[src/rtl/instqueue_mw.sv]
// Multi-lane in-order instruction queue between fetch and decode: up to IN_W pushes and OUT_W pops per cycle, registered issue (1 cycle min latency).
// Fetch sees ready only when a full IN_W bundle fits; stall_in blocks issue; rdy_in freezes everything; any redirect flushes.
module instqueue_mw #(
  parameter int unsigned DEPTH = 8,
  parameter int unsigned IN_W  = 2,
  parameter int unsigned OUT_W = 2,
  parameter int unsigned IDW   = 32,
  parameter int unsigned AW    = 32,
  localparam int unsigned CIW  = $clog2(IN_W + 1),
  localparam int unsigned CNW  = $clog2(DEPTH + 1)
) (
  input  logic                 clk_in,
  input  logic                 rst_n_in,
  input  logic                 rdy_in,
  input  logic                 stall_in,
  input  logic [CIW-1:0]       if_instqueue_cnt_in,
  input  logic [IN_W*IDW-1:0]  if_instqueue_inst_in,
  input  logic [IN_W*AW-1:0]   if_instqueue_pc_in,
  output logic                 instqueue_if_rdy_out,
  input  logic                 rob_instqueue_rst_in,
  input  logic                 decoder_instqueue_rst_in,
  input  logic                 bp_instqueue_rst_in,
  output logic [OUT_W-1:0]     instqueue_decoder_en_out,
  output logic [OUT_W*IDW-1:0] instqueue_decoder_inst_out,
  output logic [OUT_W*AW-1:0]  instqueue_decoder_pc_out,
  output logic [CNW-1:0]       instqueue_count_out
);

  localparam int unsigned PW = $clog2(DEPTH);

  logic [IDW-1:0] mem_inst [DEPTH];
  logic [AW-1:0]  mem_pc   [DEPTH];

  logic [PW-1:0]  head;
  logic [PW-1:0]  tail;
  logic [CNW-1:0] count;

  logic [OUT_W-1:0]           en_q;
  logic [OUT_W-1:0][IDW-1:0]  inst_q;
  logic [OUT_W-1:0][AW-1:0]   pc_q;

  logic [IN_W-1:0][IDW-1:0]   fetch_inst;
  logic [IN_W-1:0][AW-1:0]    fetch_pc;

  logic           flush;
  logic           can_push;
  logic [CIW-1:0] push_n;
  logic [CNW-1:0] pop_n;
  logic [CNW-1:0] count_nxt;

  assign fetch_inst = if_instqueue_inst_in;
  assign fetch_pc   = if_instqueue_pc_in;

  assign flush = rob_instqueue_rst_in | decoder_instqueue_rst_in | bp_instqueue_rst_in;

  // Ready looks only at the registered count, so a same-cycle pop never frees room early.
  assign can_push = (count <= CNW'(DEPTH - IN_W));
  assign instqueue_if_rdy_out = can_push;

  always_comb begin
    push_n = '0;
    if (can_push) push_n = if_instqueue_cnt_in;
  end

  always_comb begin
    pop_n = '0;
    if (!stall_in) pop_n = (count > CNW'(OUT_W)) ? CNW'(OUT_W) : count;
  end

  assign count_nxt = count + CNW'(push_n) - pop_n;

  // Storage is not reset: slots are only read after being written.
  always_ff @(posedge clk_in) begin
    if (rdy_in && !flush) begin
      for (int i = 0; i < int'(IN_W); i++) begin
        if (i < int'(push_n)) begin
          mem_inst[tail + PW'(i)] <= fetch_inst[i];
          mem_pc[tail + PW'(i)]   <= fetch_pc[i];
        end
      end
    end
  end

  always_ff @(posedge clk_in or negedge rst_n_in) begin
    if (!rst_n_in) begin
      head  <= '0;
      tail  <= '0;
      count <= '0;
    end else if (rdy_in) begin
      if (flush) begin
        head  <= '0;
        tail  <= '0;
        count <= '0;
      end else begin
        head  <= head + PW'(pop_n);
        tail  <= tail + PW'(push_n);
        count <= count_nxt;
      end
    end
  end

  // Issue registers: lanes beyond the pop width keep whatever they held.
  always_ff @(posedge clk_in or negedge rst_n_in) begin
    if (!rst_n_in) begin
      en_q   <= '0;
      inst_q <= '0;
      pc_q   <= '0;
    end else if (rdy_in) begin
      if (flush) begin
        en_q <= '0;
      end else begin
        for (int k = 0; k < int'(OUT_W); k++) begin
          en_q[k] <= (k < int'(pop_n));
          if (k < int'(pop_n)) begin
            inst_q[k] <= mem_inst[head + PW'(k)];
            pc_q[k]   <= mem_pc[head + PW'(k)];
          end
        end
      end
    end
  end

  assign instqueue_decoder_en_out   = en_q;
  assign instqueue_decoder_inst_out = inst_q;
  assign instqueue_decoder_pc_out   = pc_q;
  assign instqueue_count_out        = count;

endmodule

[config.mk]
export PLATFORM = sky130hd
export DESIGN_NAME = instqueue_mw
export DESIGN_NICKNAME = d
export VERILOG_FILES = /design/src/rtl/instqueue_mw.sv
export SDC_FILE = /design/constraint.sdc
export NUM_CORES = 1
export LEC_CHECK = 0
export CORE_ASPECT_RATIO = 0.9
export CORE_MARGIN = 2
export CORE_UTILIZATION = 50
export DETAILED_ROUTE_END_ITERATION = 10
export GPL_TIMING_DRIVEN = 0
export PLACE_DENSITY = 0.75
export SLEW_MARGIN = 20
export SYNTH_ARGS = -nofsm -noshare
export SYNTH_HDL_FRONTEND = slang
export SYNTH_SLANG_ARGS = --single-unit
[constraint.sdc]
create_clock -name clk_in -period 7 [get_ports clk_in]
set_clock_uncertainty 0.15 [all_clocks]
set_input_delay 0.7 -clock clk_in [delete_from_list [all_inputs] [get_ports clk_in]]
set_output_delay 0.7 -clock clk_in [all_outputs]
set_load 0.01 [all_outputs]
## After elaboration in Yosys (flattened, before gate mapping)

Memory sizes are Yosys's and may differ from the RTL's. A register that Yosys moved wholly into a read port is not among the register bits.
Cells that the tools add are included.

| word-level totals | value |
|---|---|
| memories kept | 2 |
| RAM bits | 512 |
| memory bits (read-only) | 0 |
| latch bits | 0 |
| output and inout bits | 135 |
| bits in registers | 12 |
| bits of input ports | 137 |

| cells by class | value |
|---|---|
| equality and inequality tests | 0 |
| add/subtract/negate cells | 6 |
| bitwise gates (word level) | 3 |
| shift-type cells | 0 |
| multipliers | 0 |
| reduce and logical (&&, ||, !) cells | 8 |
| $lt $le $gt $ge | 6 |
| div/mod/pow operators | 0 |
| multiplexer cells | 13 |

Memories:

| name | depth | width | rd ports | clocked after Yosys merged registers in | write ports | line | text |
|---|---|---|---|---|---|---|---|
| mem_inst | 8 | 32 | 2 | 2 | 2 | 31 | `logic [IDW-1:0] mem_inst [DEPTH];` |
| mem_pc | 8 | 32 | 2 | 2 | 2 | 32 | `logic [AW-1:0] mem_pc [DEPTH];` |

Operator list:

| operator | number |
|---|---|
| 4-bit 2-to-1 mux | 3 |
| 1-bit by 4-bit < comparator with 1-bit output (first input constant) | 2 |
| 3-bit by 1-bit adder with 3-bit output (second input constant) | 2 |
| 1-bit 2-to-1 mux | 6 |
| 3-bit 2-to-1 mux | 2 |
| 3-bit AND reduction | 2 |
| 1-bit zero test | 5 |
| 4-bit by 2-bit adder with 4-bit output | 1 |
| 4-bit by 2-bit > comparator with 1-bit output (second input constant) | 1 |
| 4-bit by 3-bit less-or-equal comparator with 1-bit output (second input constant) | 1 |
| 1-bit by 2-bit < comparator with 1-bit output (first input constant) | 2 |
| 2-bit 2-to-1 mux | 2 |
| 4-bit subtractor | 1 |
| 3-bit by 2-bit adder with 3-bit output | 1 |
| 3-bit adder | 1 |
| 1-bit OR | 2 |
| 1-bit logical AND | 1 |
| 1-bit inverter | 1 |

## Logic depth before layout (Yosys ltp)

| depth | value |
|---|---|
| word-level depth | 6 |
| mapped depth | 9 |
| depth with buffers taken out | 9 |

## Worst setup path after synthesis

Ideal clock, no wire load.

| path | value |
|---|---|
| path type | input -> register |
| from | input rdy_in |
| to | memory mem_inst[1][0], enable pin |
| cell stages on the path | 5 |
| library setup time | 0.584 ns |
| arrival time | 6.269 ns |
| slack | -0.004 ns |
| path buffers | 1 |
| cell sequence | buf_4 > nor4b_4 > o211a_1 > nand2_1 > o32ai_1 |

RTL lines:

| item | line | text |
|---|---|---|
| from (decl) | 14 | `input logic rdy_in,` |
| to (decl) | 31 |  |

==> impl_metrics.csv <==
group,metric,value,unit
worst_setup_path,endpoint_kind,"register",
clocking,cts_buffers,71,
pwr,leakage,14.8,nW
timing,final-max-slew-violation-count,0,
global_routing,top_usage_layer,"met2",
worst_setup_path,cp_max_fo,15,
worst_setup_path,crit_required,7.18,ns
clocking,cts_tree,"built",
timing,clock.fmax,259,MHz
global_routing,met2_usage,0.454,
detailed_routing,initialDrtViolationCount,2349,
floorplan,rows,92,
worst_setup_path,cp-start-kind,"primary input",
yosys,seq_area_frac_synth,0.539,
placement,io_buffer_count,270,
pwr,peakVddDrop,0.196,mV
floorplan,die_w,283,um
clocking,clk_latency,0.63,ns
timing,finalSetupViolCount,0,
yosys,syn_inst,2059,
floorplan,die-area,0.0721,mm^2
worst_setup_path,cp.arrival,4.03,ns
final_layout,final_common_cell,"edfxtp_1",
worst_hold_path,hold_path_startpoint,"rdy_in",
global_routing,grt_overflow,0,
final_layout,syn_to_final_growth,21.2,%
timing,period_share,0.551,
timing,rsz0062_at_grt,"no",
floorplan,core-area,0.0696,mm^2
floorplan,start_util,0.503,
detailed_routing,wl_per_cell,29.9,um
global_routing,gr-usage-met3,0.0636,
clocking,post_cts_buffers,0,
worst_setup_path,r2r_start,"head[1]",
worst_hold_path,worstHoldPathType,"primary input to register",
clocking,clk_path_buf_depth,3,
timing,holdWs,0.224,ns
detailed_routing,first_pass_iters,5,
timing,maxSlewHeadroom,0.223,
floorplan,die_y,255,um
worst_hold_path,hold_depth,2,
timing,worst_pin_slew,1.17,ns
yosys,synth_area_per_cell,17.0,um^2
worst_hold_path,hold_end,"instqueue_count_out[0]",
global_routing,grt.total_usage,0.285,
timing,min_period,3.85,ns
worst_setup_path,r2r-end,"instqueue_decoder_pc_out[33]",
yosys,synth_ff_type,"edfxtp_1",
global_routing,first_global_vias,22300,
detailed_routing,ant_nets,0,
placement,gp_congestion,0.825,
yosys,syn_nets,2209,
detailed_routing,post-route-drc-count,0,
worst_setup_path,rrSetupSlack,3.21,ns
pwr,powerDensity,240,mW/mm^2
yosys,async_flop_share,0.215,
detailed_routing,vias,22000,
yosys,yosysWarnings,0,
placement,dpl.hpwl,70.2,mm
final_layout,final_util,0.609,
detailed_routing,vias_per_cell,6.38,
final_layout,drive_above_1_share,0.421,
clocking,htree_levels,3,
yosys,synth_edf_count,512,
global_routing,grt_max_degree,87,
timing,hold_viol,0,
outcome,status,"finished clean",
yosys,ys_types,47,
clocking,path_clk_slew,0.06,ns
final_layout,final_cell_mix,"edfxtp_1, mux2_2, clkdlybuf4s50_1",
flow_run,cap_violations,0,
global_routing,use_met1,0.387,
clocking,root_buffer,"clkbuf_16",
worst_setup_path,r2r_cells,7,
clocking,cts_sinks,652,
yosys,synth_seq_cells,652,
floorplan,pin_count,272,
detailed_routing,drt_wl_total,103,mm
worst_setup_path,critical_path_class,"primary input to register",
final_layout,nets,2595,
yosys,syn_area,0.0350,mm^2
global_routing,grt_pass1_wl,148,mm
global_routing,antenna_found_initial,21,
sequential cells by signal (all words and copies together) (netlist names):
name and count:
head 3, tail 3, instqueue_decoder_inst_out 64, mem_pc 256
mem_inst 256, instqueue_decoder_en_out 2, instqueue_decoder_pc_out 64, instqueue_count_out 4
synth_stat cells, types with 2 or more instances:
master    number  share of area
edfxtp_1     512           0.44
dfrtp_1      140           0.10
nand2b_1       2        0.00036
buf_2         95          0.014
buf_4          2        0.00043
xor2_1         2        0.00050
a21o_1         6         0.0013
ha_1          10         0.0036
nor2_2         4        0.00071
fa_1           3         0.0017
nor2_1       130          0.014
o21ai_0        2        0.00029
nand2_1       11         0.0012
nand3_1        2        0.00029
mux4_2       256           0.16
mux2i_1      129          0.037
inv_1         12         0.0013
xnor2_1        2        0.00050
nor3_1         6        0.00086
buf_1          7        0.00075
o22ai_1        6         0.0011
buf_6         18         0.0058
a22o_1         4         0.0010
clkbuf_1      34         0.0036
mux2_4       158          0.068
a21oi_1      130          0.019
or3_1          3        0.00054
mux2_2       354           0.11
logic make-up (layout without fill, tap and decap cells):
group,after synthesis,count (layout),share of synthesized area
fa+ha+maj,13,13,0.00529
xor+xnor,5,5,0.00147
mux,897,897,0.383
simple gates,168,168,0.0208
flops,652,652,0.539
buf+inv,168,612,0.0255
other cells,1,13,0.000107
compound gates,155,155,0.0242
where the power goes:
group,switching (mW),total (mW),internal (mW)
clock,1.59,3.97,2.38
combinational,0.659,1.54,0.884
sequential,0.210,4.68,4.47
total,2.46,10.2,7.74
worst max-delay path, stage by stage:
cell and delay (ns):
clkdlybuf4s50_1 0.46, nor4b_4 0.49, nand4_2 0.30, nor3_1 0.27
buf_2 0.40, buf_2 0.40, o21bai_4 0.33, buf_12 0.26
buf_16 0.19, buf_16 0.19
per-layer routing:
layer  vias up  part of all wire
met5         -            0.0015
met4        24             0.033
met3       230             0.097
met2      1170              0.48
met1     11500              0.39
li1       9107                 -
worst max-delay path by stage:
stage | endpoint | slack (ns) | start
global placement | mem_pc[0][5] | -6.34 | decoder_instqueue_rst_in
detailed placement | mem_pc[4][5] | 2.53 | decoder_instqueue_rst_in
finish | mem_pc[4][2] | 3.15 | decoder_instqueue_rst_in
floorplan | mem_inst[0][0] | 0.09 | rdy_in
global route | mem_pc[4][9] | 3.06 | decoder_instqueue_rst_in
CTS | mem_pc[4][2] | 3.16 | decoder_instqueue_rst_in
metrics by stage:
step	cell area [um^2]	power (mW)	setup TNS [ns]	setup slack (ns)	instances
floorplan	35000	5.37	0	0.0854	2059
global placement	38900	6.23	-1817.24	-6.34	3269
detailed placement	39900	6.29	0	2.53	3311
CTS	42400	10.2	0	3.16	3443
global route	42400	10.5	0	3.06	3450
finish	42400	10.2	0	3.15	3455
cell type report:
| class | count | area [um^2] |
|---|---|---|
| buffer | 156 | 850 |
| tap | 940 | 1180 |
| multi-input combinational | 1239 | 15300 |
| sequential | 652 | 18900 |
| clock buffer | 98 | 2040 |
| antenna | 12 | 30.0 |
| fill | 5018 | 27200 |
| clock inverter | 33 | 400 |
| timing repair buffer | 313 | 3670 |
| inverter | 12 | 45.0 |
timing repair:
item / CTS / global route
gates resized for setup: 0 / 0
hold endpoints to repair: 56 / 0
setup endpoints to repair: 0 / 0
hold buffers: 1 / 0
(Power assumes the default switching activity.)
